**src/rtl/blink_pkg.sv**
```systemverilog
// blink_pkg: shared clock/blink rates and the period-meter state encoding.
package blink_pkg;
  localparam int SYS_CLK_HZ   = 100_000_000;
  localparam int BLINK_HZ     = 5;
  localparam int BLINK_PERIOD = SYS_CLK_HZ / BLINK_HZ;
  typedef enum logic {IDLE, MEASURE} meter_state_t;
endpackage

```
**src/rtl/blink_period_meter_edge_sync.sv**
```systemverilog
// edge_sync: multi-flop synchronizer with registered rise/fall strobes and
// selectable reset values for the chain and the history flop.
module edge_sync #(
  parameter int   STAGES   = 2,
  parameter logic SYNC_RST = 1'b0,
  parameter logic HIST_RST = 1'b1
) (
  input  logic clock_in,
  input  logic reset,
  input  logic async_in,
  output logic rise,
  output logic fall
);
  logic [STAGES-1:0] chain;
  logic [STAGES-1:0] fill;
  logic              hist;
  logic              synced;
  logic              primed;
  assign synced = chain[STAGES-1];
  assign primed = fill[STAGES-1];
  // History holds its reset value until the chain has filled with real input,
  // so the chain's reset value never masquerades as an edge.
  always_ff @(posedge clock_in) begin
    if (reset) begin
      chain <= {STAGES{SYNC_RST}};
      fill  <= '0;
      hist  <= HIST_RST;
      rise  <= 1'b0;
      fall  <= 1'b0;
    end else begin
      chain <= {chain[STAGES-2:0], async_in};
      fill  <= {fill[STAGES-2:0], 1'b1};
      hist  <= primed ? synced : hist;
      rise  <= primed & synced & ~hist;
      fall  <= primed & ~synced & hist;
    end
  end
endmodule

```
**src/rtl/blink_period_meter.sv**
```systemverilog
// blink_period_meter: measures period/high time of a slow async square wave,
// flags an in-window period and reports loss of toggling.
module blink_period_meter
  import blink_pkg::*;
#(
  parameter int CNT_W       = 32,
  parameter int SYNC_STAGES = 2,
  parameter int TIMEOUT     = 200_000_000,
  parameter int PERIOD_MIN  = BLINK_PERIOD - BLINK_PERIOD / 20,
  parameter int PERIOD_MAX  = BLINK_PERIOD + BLINK_PERIOD / 20
) (
  input  logic             clock_in,
  input  logic             reset,
  input  logic             signal_in,
  output logic [CNT_W-1:0] period_out,
  output logic [CNT_W-1:0] high_out,
  output logic             period_valid,
  output logic             timeout_out,
  output logic             blink_ok
);
  meter_state_t     state, state_n;
  logic [CNT_W-1:0] cnt, cnt_n, cnt_inc, high_lat, high_lat_n, period_n, high_n;
  logic             valid_n, timeout_n, ok_n, rise, fall, in_window;
  edge_sync #(.STAGES(SYNC_STAGES), .SYNC_RST(1'b0), .HIST_RST(1'b1)) u_sync (
    .clock_in (clock_in),
    .reset    (reset),
    .async_in (signal_in),
    .rise     (rise),
    .fall     (fall)
  );
  assign cnt_inc   = cnt + 1'b1;
  assign in_window = (cnt_inc >= CNT_W'(PERIOD_MIN)) && (cnt_inc <= CNT_W'(PERIOD_MAX));
  always_ff @(posedge clock_in) begin
    if (reset) begin
      state        <= IDLE;
      cnt          <= '0;
      high_lat     <= '0;
      period_out   <= '0;
      high_out     <= '0;
      period_valid <= 1'b0;
      timeout_out  <= 1'b0;
      blink_ok     <= 1'b0;
    end else begin
      state        <= state_n;
      cnt          <= cnt_n;
      high_lat     <= high_lat_n;
      period_out   <= period_n;
      high_out     <= high_n;
      period_valid <= valid_n;
      timeout_out  <= timeout_n;
      blink_ok     <= ok_n;
    end
  end
  // A rise always takes priority over the timeout, so a period of exactly
  // TIMEOUT clocks is reported rather than flagged.
  always_comb begin
    state_n    = state;
    cnt_n      = '0;
    high_lat_n = rise ? '0 : high_lat;
    period_n   = period_out;
    high_n     = high_out;
    valid_n    = 1'b0;
    timeout_n  = timeout_out;
    ok_n       = blink_ok;
    if (state == IDLE) begin
      state_n   = rise ? MEASURE : IDLE;
      timeout_n = rise ? 1'b0 : timeout_out;
    end else if (rise) begin
      period_n = cnt_inc;
      high_n   = high_lat;
      valid_n  = 1'b1;
      ok_n     = in_window;
    end else if (cnt_inc == CNT_W'(TIMEOUT)) begin
      state_n   = IDLE;
      timeout_n = 1'b1;
      ok_n      = 1'b0;
    end else begin
      cnt_n      = cnt_inc;
      high_lat_n = fall ? cnt_inc : high_lat;
    end
  end
endmodule

```
**config.mk**
```make
export PLATFORM = sky130hd
export DESIGN_NAME = blink_period_meter
export DESIGN_NICKNAME = d
export VERILOG_FILES = /design/src/rtl/blink_pkg.sv /design/src/rtl/blink_period_meter_edge_sync.sv /design/src/rtl/blink_period_meter.sv
export SDC_FILE = /design/constraint.sdc
export NUM_CORES = 1
export LEC_CHECK = 0
export ABC_AREA = 0
export CORE_ASPECT_RATIO = 0.6
export CORE_MARGIN = 5
export CORE_UTILIZATION = 40
export CTS_BUF_LIST = sky130_fd_sc_hd__clkbuf_8
export CTS_CLUSTER_DIAMETER = 100
export CTS_CLUSTER_SIZE = 20
export DETAILED_ROUTE_END_ITERATION = 7
export DONT_BUFFER_PORTS = 1
export GPL_ROUTABILITY_DRIVEN = 0
export PLACE_DENSITY = 0.53
export SYNTH_ARGS = -nofsm -noshare
export SYNTH_HDL_FRONTEND = slang
export SYNTH_HIERARCHICAL = 1
export SYNTH_SLANG_ARGS = --single-unit
export TNS_END_PERCENT = 1
```
**constraint.sdc**
```tcl
create_clock -name clock_in -period 3.8 [get_ports clock_in]
set_clock_uncertainty 0.2 [all_clocks]
set_input_delay 0.38 -clock clock_in [delete_from_list [all_inputs] [get_ports clock_in]]
set_output_delay 0.38 -clock clock_in [all_outputs]
set_load 0.03 [all_outputs]
```
==> run metrics, run 1 <==
result of the run=complete, no violations; floorplan core area=13800 um2; Final setup violation count=0; setup repair bufs after CTS=0; pre-CTS setup slack=around 0.099 ns; routed wl met3=1.22 mm; TNS Setup=0 ns; total number of vias=approximately 4700; register bit count reported by yosys=roughly 140; Post-Layout Cell Count=between 800 and 900; Hold Vio Cnt, Final=0; Int Power=2.02 mW; mapped cell area=5730 um2; clock buffer depth=2; Clock transition at path regs=0.08 ns; Worst-Skew Late Latency=0.45 ns; worst-path maximum fanout=15; row cnt=33; layout cells sized above 1=roughly an eighth; Final Util=approximately 45%; Final Cycle Share=95.3%; Required @ worst endpoint=3.90 ns; Syn Area/Cell=8.79 um2; Startpoint Class=flip-flop; DRT iter0 DRCs=between 400 and 500; Yosys top cell by area=dfxtp_1; H-tree Lvls=4; met2 wire len=6.11 mm; cell with the largest stage delay on the worst path=or4_2; Slew Limit Fails=0; Leak=1.88 nW; gr ovfl total=0; WS Path Type=reg2reg; top-area cell type share of the netlist area=approximately half; ANT cells=0; sequential power share=a little over half; clock network power share=43.9%; 1st-pass router iterations=4; global-route wire length before repair=24.3 mm; # nets final=641; Max VDD drop=about 230 uV; multi-input logic area=2690 um2; Comb pwr share=under 10%; Ys Warns=6; Max Fclk=0.276 GHz; gr usage total=18.4%; main flop type after synthesis=dfxtp_1; top post-synthesis cells by area=dfxtp_1 49%, a211oi_1 7.3%, a21oi_1 6.3%, nand2_1 5.6%, nor2_1 5.2%; DRC=0; Syn Inst Count=roughly 650; via/cell ratio=approximately 5.6; final WL=15.0 mm; CTS tree=done; MaxCap Viol Count=0; CP bufs+invs=1; RSZ-0062 raised after global routing=false; DR WL/cell=17.9 um; number of global-route vias before repair=4500; CTS buffer count=17; io pins=70; die area=16900 um2; Hold WC Path Type=in2reg; area delta synth->final=9.66%; library cells used by synthesis=63; Num Clock Sinks=139; pwr/cell area=424 nW/um2; Largest delay share family, worst path=simple AND/OR/NAND/NOR gates; Met1 Wirelength=7.54 mm; critical-path cell list=nand4_1 > nor4_4 > nand2_2 > xor2_1 > or4_2 > o31a_2 > buf_4 > a21oi_1 > a211oi_1; register area=2780 um2; asr flop ratio synth=0%; initial antenna violation count=0; post-route antenna net violation count=0; fin crit period=3.62 ns; Max Used Layer=met4; Worst Path Arrival=~3.7 ns; CP max stage delay=about 0.74 ns; die span in y=103 um; clk root buf=clkbuf_8; switching part of the total=24.4%; EDFF count, synth=0; Die Wd=164 um; placed cell count=808; detailed placement HPWL=10.8 mm; initial cell density of the core=a little over 40%; Fill cells=1364; I/O Buffers=0; largest net degree at the start of global routing=75; Max-slew headroom=54.9%; slew of the pin with the lowest slew margin=0.676 ns; CP endpoint kind=flip-flop; switching pwr=about 0.65 mW; sequential area share after synthesis=around half; post-synth net total=~660; Setup WS post-layout=0.179 ns
## worst register-to-register path, delay by kind of cell (launching register included)
family	cells	cell delay, ns
AOI/OAI and AO/OA	3	0.72
xor gates and xnor gates	1	0.17
and+or+nand+nor	4	1.66
DFF	1	0.49
buffers and inverters	1	0.23
## cell usage in the layout, fill, tap and decap left out, drive strengths merged, types with 2 or more instances in the layout
cell     count
nand2       86
a21oi       72
a2111oi      2
or3          4
nor3b        2
o21a         7
and4b        2
buf         16
and3         9
a211oi      62
o22ai        3
xor2         9
xnor2       11
o211ai       3
nand4       15
inv         13
and4         4
dfxtp      139
a41oi        2
or4          6
o21ai        5
o31ai        5
clkbuf      18
mux2i        2
nor4         7
clkinv       5
nor2        80
nand3       18
and2b        3
o31a         3
and2         5
nor2b        2
and4bb       2
a31o         2
nor3        13
## final cells by class
| class | instances | area share [%] |
|---|---|---|
| flip-flops and latches | 139 | 44.3 |
| multi-input cells | 456 | 42.8 |
| repair buffers | 17 | 2.59 |
| well taps | 192 | 3.83 |
| inverters | 6 | 0.359 |
| clock inverters | 14 | 2.11 |
| clock buffers | 18 | 3.95 |
## registers in the layout (all words and copies together), names as in the netlist, 2 cells and up
signal and count:
cnt 32, high_lat 32, high_out 32, period_out 32, u_sync/chain 2, u_sync/fill 2
## through the flow
stage | area (um2) | power (mW) | hold WS (ns)
5_1_grt | 6280 | 2.76 | 0.0610
3_5_place_dp | 5830 | 1.51 | 0.239
4_1_cts | 6250 | 2.69 | 0.0223
3_3_place_gp | 5830 | 1.51 | 0.231
2_1_floorplan | 5730 | 1.52 | 0.226
6_report | 6280 | 2.66 | 0.0279
## Yosys cell counts (2+ instances only)
library cell / instances
buf_2: 11
o31ai_1: 4
o211ai_1: 3
nor2_1: 79
a211oi_1: 56
nor3_1: 13
buf_4: 3
nor4_1: 6
or4_2: 2
or3_1: 4
a21oi_1: 72
nand2_1: 85
or4_1: 2
dfxtp_1: 139
o31a_1: 2
clkbuf_1: 25
and3_2: 2
nand4_1: 14
o21ai_0: 5
o22ai_1: 3
a211oi_2: 6
a31o_2: 2
nand3_1: 17
xnor2_1: 11
and4_1: 3
and2_1: 4
xor2_1: 9
and3_1: 7
inv_1: 6
mux2i_1: 2
buf_6: 6
buf_1: 4
or4_4: 2
nor2b_1: 2
and4bb_2: 2
nor3b_1: 2
o21a_1: 7
a41oi_1: 2
and2b_2: 3
## metal layers
metal | GRT usage (%) | vias to the layer above
met5 | 0 | -
met2 | 25.9 | 150
met1 | 27.1 | 2223
li1 | - | 2314
met4 | 5.94 | 0
met3 | 5.39 | 18
## cell families (layout without fill, tap and decap cells)
logic type                 count (synthesis)  after routing  synth area share, %
xor gates and xnor gates                  20             20                 3.06
buffers and inverters                     56             55                 5.07
adders and majority gates                  1              1                0.218
and+or+nand+nor                          261            261                 22.3
AOI/OAI and AO/OA                        172            172                 20.4
DFF                                      139            139                 48.6
muxes                                      2              2                0.350
## power groups by stage
stage,combinational [mW],sequential (mW),clock [mW]
floorplan,0.0271,1.49,0
global placement,0.0173,1.49,0
detailed placement,0.0176,1.49,0
CTS,0.0334,1.46,1.19
global route,0.0369,1.46,1.26
finish,0.0335,1.46,1.17
## worst paths after layout
| check | startpoint | end | slack (ns) | depth (start not counted) |
|---|---|---|---|---|
| max | cnt[16] | high_lat[19] | 0.18 | 9 |
| min reg2reg | high_lat[20] | high_out[20] | 0.26 | 2 |
| max reg2reg | cnt[16] | high_lat[19] | 0.18 | 9 |
| min | reset | blink_ok | 0.03 | 3 |
## what timing repair did
| item | 4_1_cts | 5_1_grt |
|---|---|---|
| endpoints found under the setup margin | 0 | 59 |
| hold buffers | 2 | 0 |
| resized for setup | 0 | 7 |
| hold endpoints to repair | 76 | 0 |
Note: power is estimated with default switching activity, not from simulation.
==> run 2, diff against run 1 <==
Settings changed: CELL_PAD_IN_SITES_DETAIL_PLACEMENT set to 1, CELL_PAD_IN_SITES_GLOBAL_PLACEMENT set to 2, PLACE_DENSITY 0.53 to 0.8.
==> run 2 against run 1 <==
Effect of this change: critical path type unchanged; sequential share of layout area up 0.055 points; cell count grew 0.12%; utilization about the same; flip-flop and latch count unchanged; critical path depth grew 1; die area unchanged; hold slack gained 0.0066 ns; clock power fell by 3%; via count increased by 0.94%; non-clock buffer count grew 2; global-route usage grew 1.9 points.
==> run metrics, run 2 (same netlist as run 1, synthesis figures left out) <==
CTS buffer count=17; CTS tree=done; layout cells sized above 1=13.1%; worst-path maximum fanout=31; final WL=16.7 mm; via/cell ratio=5.63; DRT iter0 DRCs=277; Worst-Skew Late Latency=0.44 ns; die area=roughly 17000 um2; Final Cycle Share=between 90% and 100%; gr ovfl total=0; WS Path Type=reg2reg; Max Fclk=0.283 GHz; min-delay src=reset; Max-slew headroom=39.0%; R2R Path Start=cnt[5]; die span in y=103 um; clock buffer depth=2; Finished Cell Area=6270 um2; DR WL/cell=19.8 um; DRC=0; largest net degree at the start of global routing=75; global-route wire length before repair=26.3 mm; TNS Setup=0 ns; DP Area=5860 um2; Die Wd=164 um; H-tree Lvls=4; initial antenna violation count=0; Num Clock Sinks=139; row cnt=33; floorplan core area=13800 um2; Min-Delay Path Depth=3; initial cell density of the core=between 40% and 50%; setup repair bufs after CTS=0; Slew Limit Fails=0; 1st-pass router iterations=4; Hold Vio Cnt, Final=0; Worst Path Arrival=around 3.7 ns; io pins=70; Startpoint Class=flip-flop; post-route antenna net violation count=0; ANT cells=0; Clock transition at path regs=0.09 ns; Max VDD drop=160 uV; Required @ worst endpoint=3.94 ns; Hold WC Path Type=in2reg; detailed placement HPWL=12.1 mm; result of the run=complete, no violations; most frequent cells in the layout=137 x dfxtp_1, 84 x nand2_1, 78 x nor2_1; # nets final=643; Leak=1.88 nW; pwr/cell area=418 nW/um2; fin crit period=3.53 ns; Reg2Reg Depth=10; worst r2r dst=high_lat[27]; RSZ-0062 raised after global routing=false; r2r setup slk=between 0.2 and 0.3 ns; CP endpoint kind=flip-flop; number of global-route vias before repair=4731; I/O Buffers=0; Hold Path End=blink_ok; slew of the pin with the lowest slew margin=0.912 ns; most common cell after layout, fill and taps aside=dfxtp_1; Total Power=2.62 mW; gr usage total=roughly a fifth; total number of vias=roughly 4700; MaxCap Viol Count=0; Final setup violation count=0; clk root buf=clkbuf_8; area delta synth->final=9.57%
## run 2: changes by cell type in the layout (fill, tap and decap cells not counted), sizes merged
cell and change:
inv -3, buf +2, clkinvlp +3, clkinv -1
## run 2: worst max path at each step
stage	to	slack, ns	depth (start not counted)	from
after global placement	high_lat[27]	0.31	10	cnt[0]
after CTS	high_lat[27]	0.12	10	cnt[0]
after detailed placement	high_lat[27]	0.15	10	cnt[0]
after global routing	high_lat[9]	0.002	9	cnt[5]
after floorplan	high_lat[20]	0.48	13	cnt[0]
final	high_lat[27]	0.27	10	cnt[5]
## run 2: per-layer routing
layer	vias up	routed length (um)	track usage (%)
li1	2303	-	-
met1	2321	8200	28.4
met2	119	7210	30.6
met3	6	1190	6.67
met4	0	90	4.79
met5	-	0	0
## run 2: where the power goes
group / internal (mW) / leakage, nW / switching (mW)
Sequential: 1.46 / 1.12 / 0.00193
Combinational: 0.00923 / 0.575 / 0.0253
Clock: 0.535 / 0.181 / 0.594
Total: 2.00 / 1.88 / 0.621
## run 2: final cells by class
class,count,area (um2)
well taps,192,240
fillers,1615,7560
repair buffers,19,190
flip-flops and latches,139,2790
multi-input cells,456,2670
inverters,6,22.5
clock inverters,13,120
clock buffers,18,248
## run 2: through the flow
step	util [%]	cells	hold WS, ns	setup WS, ns
floorplan	-	651	0.226	0.479
global placement	42.4	810	0.230	0.308
detailed placement	42.4	810	0.240	0.150
CTS	45.3	843	0.0104	0.118
global route	45.4	843	0.0622	0.00160
finish	45.4	843	0.0345	0.270
## run 2: what timing repair did
| item | 4_1_cts | 5_1_grt |
|---|---|---|
| hold endpoints to repair | 75 | 0 |
| endpoints found under the setup margin | 0 | 31 |
| gates resized for setup | 0 | 4 |
| hold buffers | 2 | 0 |
## run 2: worst max-delay path, cell delays in order, from the launching register on
cell	delay, ns
dfxtp_1	0.51
and3_2	0.38
a21boi_0	0.15
nor4_1	0.36
buf_4	0.19
nand4_1	0.12
or4_4	0.56
o31ai_2	0.36
nor2_2	0.05
buf_4	0.25
a211oi_1	0.28
==> run 3, diff against run 2 <==
Settings changed: SYNTH_HIERARCHICAL 1 to unset, TNS_END_PERCENT 1 to 5.
==> run 3 against run 2 <==
Effect of this change: cell area increased by 0.22%; utilization up 0.93 points; largest cell class unchanged; via count down 2.6%; first-iteration DRC count grew 13%; flip-flop and latch count unchanged; global-route usage grew 0.53 points; sequential power about the same; clock-buffer cell count unchanged; largest power group unchanged.
==> run metrics, run 3 <==
result of the run=complete, no violations; Die Wd=162 um; post-synth net total=633; io pins=70; Synth Area in Compound Gates=17.9%; number of global-route vias before repair=4650; XOR/XNOR share of the synthesized area=under 10%; gr usage total=roughly a fifth; min-delay src=reset; Final setup violation count=0; global-route wire length before repair=about 26 mm; top post-synthesis cells by count=139 x dfxtp_1, 91 x nand2_1, 80 x nor2_1; Num Clock Sinks=139; mapped cell area=5520 um2; Yosys top cell by area=dfxtp_1; Worst Path Arrival=roughly 3.8 ns; largest family of logic cells by synthesized area=simple AND/OR/NAND/NOR gates; floorplan core area=13600 um2; detailed placement HPWL=between 10 and 15 mm; post-route antenna net violation count=0; Required @ worst endpoint=3.94 ns; DRT iter0 DRCs=313; top post-synthesis cells by area=dfxtp_1 50%, a211oi_1 7.6%, nand2_1 6.2%, a21oi_1 6.2%, nor2_1 5.4%; MaxCap Viol Count=0; R2R Path Start=cnt[0]; via/cell ratio=5.64; mux contribution to synthesized area=less than 1%; initial cell density of the core=40.7%; Syn Inst Count=629; Hold Vio Cnt, Final=0; H-tree Lvls=4; r2r setup slk=0.17 ns; Hold WC Path Type=in2reg; fin crit period=between 3 and 4 ns; most frequent cells in the layout=137 x dfxtp_1, 91 x nand2_1, 79 x nor2_1; Reg2Reg Depth=9; WS Path Type=reg2reg; Max VDD drop=about 230 uV; library cells used by synthesis=50; gr ovfl total=0; CP endpoint kind=flip-flop; clock buffer depth=2; main flop type after synthesis=dfxtp_1; Slew Limit Fails=0; row cnt=33; layout cells sized above 1=between 10% and 20%; ANT cells=0; Clock transition at path regs=0.09 ns; most common cell in the synthesized netlist=dfxtp_1; area share of fa/ha/maj cells after synthesis=less than 1%; RSZ-0062 raised after global routing=false; total number of vias=4626; Hold Path End=blink_ok; clk root buf=clkbuf_8; I/O Buffers=0; 1st-pass router iterations=5; EDFF count, synth=0; Post-Synth Simple-Gate Area=22.1%; initial antenna violation count=0; area delta synth->final=13.8%; sequential area share after synthesis=50.4%; most common cell after layout, fill and taps aside=dfxtp_1; CTS buffer count=17; Post-Layout Cell Count=about 800; asr flop ratio synth=0%; Min-Delay Path Depth=2; Max Fclk=about 0.28 GHz; die span in y=101 um; worst r2r dst=high_lat[8]; pwr/cell area=around 450 nW/um2; Max-slew headroom=between 15 and 20%; final WL=between 15 and 20 mm; TNS Setup=0 ns; Startpoint Class=flip-flop; # nets final=637; CTS tree=done; register bit count reported by yosys=139; Final Cycle Share=around 96%; largest net degree at the start of global routing=75; placed cell count=783; Syn Area/Cell=8.78 um2; Ys Warns=0; Worst-Skew Late Latency=roughly 0.44 ns; worst-path maximum fanout=15; DRC=0; DR WL/cell=20.6 um; Leak=2.03 nW; slew of the pin with the lowest slew margin=1.20 ns; die area=16300 um2; top-area cell type share of the netlist area=50.4%
## run 3: per-layer routing
layer,GRT usage [%],share of wire [%],vias to the layer above
met3,6.25,8.7,6
met2,29.7,41,128
met5,0,0,-
li1,-,-,2234
met4,4.55,0.30,0
met1,30.9,50,2258
## run 3: layout make-up
class                           count  area, um2
Fill cell                        1590       7300
Sequential cell                   139       2790
Multi-Input combinational cell    441       2550
Timing Repair Buffer               31        280
Clock buffer                       18        248
Tap cell                          175        219
Clock inverter                     13        190
Inverter                            3       11.3
## run 3: critical path, cell delays in order (launching register included)
cell and delay [ns]:
dfxtp_1 0.43, nand3_2 0.28, nor4_4 0.33, buf_4 0.19, nand4_1 0.11, xor2_1 0.19, or4_1 0.56, or4_4 0.62
and2_2 0.35, a211oi_1 0.27
## run 3: what timing repair did
item	in CTS	in global routing
hold buffers	2	0
endpoints found under the setup margin	0	55
buffers inserted	0	3
endpoints found under the hold margin	75	0
resized for setup	0	8
## run 3: cells by family (layout without fill, tap and decap cells)
family          Yosys count  count (layout)
compound gates          152             152
flops                   139             139
fa+ha+maj                 1               1
xor+xnor                 30              30
buf+inv                  50              65
mux                       3               3
simple gates            254             255
## run 3: through the flow
| step | area [um2] | utilization [%] | setup WS [ns] | power [mW] | hold WS, ns |
|---|---|---|---|---|---|
| finish | 6290 | 46.3 | 0.168 | 2.84 | 0.0490 |
| global route | 6290 | 46.3 | 0.0194 | 2.94 | 0.0439 |
| CTS | 6220 | 45.8 | 0.0808 | 2.86 | 0.0330 |
| detailed placement | 5750 | 42.3 | 0.105 | 1.51 | 0.228 |
| global placement | 5750 | 42.3 | 0.224 | 1.51 | 0.222 |
| floorplan | 5520 | - | 0.442 | 1.52 | 0.211 |
## run 3: how the worst max path moves through the flow
stage | slack (ns) | startpoint | end | cells after the start
floorplan | 0.44 | cnt[12] | high_lat[13] | 12
global placement | 0.22 | cnt[2] | timeout_out | 8
detailed placement | 0.10 | cnt[7] | high_lat[7] | 8
CTS | 0.08 | cnt[7] | high_lat[7] | 8
global route | 0.02 | cnt[0] | high_lat[6] | 11
finish | 0.17 | cnt[0] | high_lat[8] | 9
## run 3: report_power, final
group          switching, mW  internal [mW]
Clock                  0.610          0.737
Sequential           0.00220           1.46
Combinational         0.0216        0.00770
==> RTL change 1, RTL diff (config.mk and constraints of run 2) <==
Set the parameter `SYNC_STAGES` to 4 (it was 2).
--- a/src/rtl/blink_period_meter.sv
+++ b/src/rtl/blink_period_meter.sv
@@ -6,3 +6,3 @@
   parameter int CNT_W       = 32,
-  parameter int SYNC_STAGES = 2,
+  parameter int SYNC_STAGES = 4,
   parameter int TIMEOUT     = 200_000_000,
Function: changed (Yosys sat finds a counterexample within 10 cycles, from zero or initial values and one cycle with reset high).
==> RTL change 1 against run 2 <==
- setup slack got worse by 60 ps
- cell area is 1.9% higher
- power increased by 3.8%
- synthesized area grew 2.0%
- highest routed layer unchanged
- worst hold slack better by 32 ps
- synthesized cell count rose by 1.2%
- global-route usage shrank 0.73 points
- wire length rose by 1.2%
- largest power group unchanged
- first-iteration DRC count is 5.8% higher
- core utilization fell by 1.0 points
- sequential cell count is 4 higher
- sequential power is 3% higher
==> RTL change 1: results (changes against run 2) <==
synth_compound_area_frac: 0.200  # -0.00401
grt_pass1_vias: 4921  # +4.0%
critPathLaunch: "cnt[1]$_SDFF_PP0_"
critPathArrivalTime_ps: 3730  # +60 ps
status: "finished clean"
fillers: 1689  # +4.6%
finalCritPeriodShare: 0.945  # +0.0157
ys.flop_type: "dfxtp_1"
hold_depth: 2  # -1
hpwlAfterDp_um: 12000  # -1.0%
vias: 4842  # +2.0%
met1_usage: 0.266  # -0.0183
met1_length_um: 8000  # -2.5%
met2WireLength_um: 7560  # +4.8%
hold_end: "u_sync/fill[0]$_DFF_P_"
place_ws_ps: 81.9  # -68.3 ps
synth_fa_ha_area_frac: 0.00214  # -0.0000431
fin_cells: 856  # +1.5%
ir_drop_v: 0.000256  # +60%
r2r_slack_ps: 210  # -60 ps
crit_end: "high_lat[15]$_SDFFE_PP0P_"
route.met3.wl_um: 1170  # -1.6%
drive_above_1_share: 0.137  # +0.00621
grt_start_max_net_pins: 79  # +5.3%
cts_buffers: 17  # unchanged
ys_seq_area_frac: 0.490  # +0.00413
synth_xor_area_frac: 0.0300  # -0.000603
holdWs_ps: 66.8  # +32.3 ps
synthMuxAreaShare: 0.00343  # -0.0000689
grt_pass1_wl_um: 27400  # +4.2%
met3_usage: 0.0708  # +0.00408
tightest_slew_ps: 835  # -77.1 ps
worstPathMaxFanout: 19  # -39%
place_inst: 822  # +1.5%
syn_inst: 659  # +1.2%
drtIter0Drc: 293  # +5.8%
hold_class: "primary input to flip-flop"
netlist_top_cells_count: "143 x dfxtp_1, 85 x nand2_1, 79 x nor2_1, 72 x a21oi_1, 56 x a211oi_1"
routedWlPerCell_um: 19.7  # -0.34%
track_usage: 0.196  # -0.00733
yosys-top-cells-area: "dfxtp_1 49%, a211oi_1 7.2%, a21oi_1 6.2%"
placed_area_um2: 5950  # +1.6%
final_nets: 649  # +0.93%
grtUsageMet2: 0.297  # -0.00921
leakagePower_nw: 1.91  # +1.7%
finalInstanceArea_um2: 6390  # +1.9%
RTL change 1: cell types whose count changed after synthesis, sizes merged:
cell / run 2 / this run
and2b: 3 / 7
dfxtp: 139 / 143
RTL change 1: worst max-delay path, stage by stage, from the launching register on:
cell and delay (ps):
dfxtp_1 420, ha_1 280, and3_2 320, nand2_2 190
nor3_2 290, o22ai_1 140, or4_2 730, o31ai_2 370
nor2_2 70, buf_4 220, a211oi_1 270
RTL change 1: repair_timing:
item	4_1_cts	5_1_grt
endpoints found under the hold margin	79	0
setup buffers	0	0
setup endpoints to repair	0	50
hold buffers	2	0
gates resized for setup	0	6
RTL change 1: cell type report:
type	count	area share
Clock buffer	18	0.0387
Clock inverter	14	0.0209
Inverter	6	0.00352
Multi-Input combinational cell	460	0.425
Sequential cell	143	0.448
Tap cell	198	0.0387
Timing Repair Buffer	17	0.0254
RTL change 1: report_power, final:
group | internal, mW | switching [mW]
clock network | 0.545 | 0.646
registers | 1.50 | 0.00128
logic | 0.00879 | 0.0221
==> RTL change 2, RTL diff (settings of run 2) <==
Made on the original files. Add an input register stage for `signal_in`; this delays it by one clock.
--- a/src/rtl/blink_period_meter.sv
+++ b/src/rtl/blink_period_meter.sv
@@ -20,2 +20,9 @@
 );
+
+  logic signal_q;
+
+  always_ff @(posedge clock_in) begin
+    signal_q <= signal_in;
+  end
+
   meter_state_t     state, state_n;
@@ -26,3 +33,3 @@
     .reset    (reset),
-    .async_in (signal_in),
+    .async_in (signal_q),
     .rise     (rise),
Formal check against the unedited RTL: not equivalent (Yosys sat finds a counterexample within 10 cycles, from zero or initial values and one cycle with reset high).
==> RTL change 2 against run 2 <==
- wire length shrank 0.29%
- cell area rose by 0.64%
- synthesized area rose by 0.35%
- critical endpoint is now high_lat[14]$_SDFFE_PP0P_
- power is 1.7% higher
- sequential cell count grew 1
- maximum frequency decreased by 1.5%
- critical path type unchanged
- setup slack worse by 53 ps
- first-iteration DRC count fell by 3.2%
- non-clock buffer count unchanged
==> RTL change 2: results (changes against run 2) <==
status: "finished clean"
cts_setup_buffers: 0  # unchanged
antenna_found_initial: 0  # unchanged
holdWs_ps: 36.0  # +1.50 ps
setup_viol: 0  # unchanged
place_inst: 811  # +0.12%
insertion_delay_ps: 440  # about the same
grt_pass1_wl_um: 26200  # -0.68%
fillers: 1664  # +3.0%
yosys-top-cells-area: "dfxtp_1 49%, a211oi_1 7.3%, a21oi_1 6.3%"
drive_above_1_share: 0.144  # +0.0134
worstPathMaxFanout: 31  # unchanged
clockRootBuffer: "clkbuf_8"
cts_buffers: 17  # unchanged
routed_wl_um: 16600  # -0.29%
ys.flop_type: "dfxtp_1"
reg2reg_depth: 9  # -1
leakagePower_nw: 1.88  # +0.39%
r2r_end: "high_lat[14]$_SDFFE_PP0P_"
netlist_top_cells_count: "140 x dfxtp_1, 85 x nand2_1, 79 x nor2_1, 72 x a21oi_1, 56 x a211oi_1"
relSlewSlack: 0.533  # +0.143
port_buffers: 0  # unchanged
hold_violations: 0  # unchanged
ir_drop_v: 0.000187  # +17%
critPathArrivalTime_ps: 3730  # +60 ps
min_from: "reset"
multiInputGateArea_um2: 2690  # +0.80%
critical-path-max-stage-delay_ps: 720  # +160 ps
firstDrtPassIters: 5  # +1
hpwlAfterDp_um: 11800  # -2.7%
r2r_slack_ps: 220  # -50 ps
final_nets: 644  # +0.16%
grt_start_max_net_pins: 76  # +1.3%
yosysWarnings: 6  # unchanged
ys_types: 63  # unchanged
synthArstFlopShare: 0  # unchanged
ys_seq_area_frac: 0.488  # +0.00179
vias_per_cell: 5.74  # +2.0%
track_usage: 0.201  # -0.00236
path_clk_slew_ps: 80
placed_area_um2: 5870  # +0.13%
fin_cells: 845  # +0.24%
hold_end: "blink_ok$_SDFFE_PP0P_"
syn_nets: 656  # +0.15%
syn_inst: 652  # +0.15%
h-tree-depth: 4  # unchanged
diodes: 0  # unchanged
hold_class: "primary input to flip-flop"
place_ws_ps: 59.0  # -91.2 ps
hold_depth: 3  # unchanged
grt_pass1_vias: 4717  # -0.30%
drtIter0Drc: 268  # -3.2%
critPathLaunch: "cnt[7]$_SDFF_PP0_"
critPathSlowestCell: "or4_2"
clockBufferDepth: 2  # unchanged
RTL change 2: worst max-delay path: cells and delay by family, from the launching register on:
family | cells | cell delay [ps]
buf+inv | 1 | 260
simple gates | 5 | 1730
flops | 1 | 490
compound gates | 3 | 810
RTL change 2: metal layers:
metal / up-vias / routed length (um) / GRT usage
met1: 2396 / 8220 / 0.283
met3: 19 / 1010 / 0.0599
met4: 0 / 132 / 0.0543
met5: - / 0 / 0
li1: 2299 / - / -
met2: 140 / 7280 / 0.301
RTL change 2: cell families (layout without fill, tap and decap cells):
group | count (synthesis) | count (layout) | synth area share
buf+inv | 56 | 57 | 0.0505
mux | 2 | 2 | 0.00348
xor+xnor | 20 | 20 | 0.0305
fa+ha+maj | 1 | 1 | 0.00218
simple gates | 261 | 261 | 0.223
compound gates | 172 | 172 | 0.203
flops | 140 | 140 | 0.488
RTL change 2: what timing repair did:
item                                    in CTS  in global routing
hold buffers                                 2                  0
hold endpoints to repair                    77                  0
endpoints found under the setup margin       0                 32
gates resized for setup                      0                 11
RTL change 2: power by group:
group          internal, mW  switching (mW)  leakage (nW)  total, mW
clock network         0.552           0.611         0.181       1.16
logic               0.00920          0.0251         0.572     0.0343
registers              1.47         0.00207          1.13       1.47
RTL change 2: layout make-up:
cell class / instances / area share
flip-flops and latches: 140 / 0.445
multi-input cells: 456 / 0.426
clock buffers: 19 / 0.0414
well taps: 192 / 0.0380
repair buffers: 19 / 0.0281
clock inverters: 13 / 0.0180
inverters: 6 / 0.00357
RTL change 2: how the worst max path moves through the flow:
stage	end	slack [ps]	cells past startpoint
after detailed placement	high_lat[14]$_SDFFE_PP0P_	60	10
after floorplan	high_lat[20]$_SDFFE_PP0P_	480	13
after global placement	high_lat[15]$_SDFFE_PP0P_	330	10
final	high_lat[14]$_SDFFE_PP0P_	220	9
after CTS	high_lat[14]$_SDFFE_PP0P_	60	10
after global routing	high_lat[21]$_SDFFE_PP0P_	-50	9
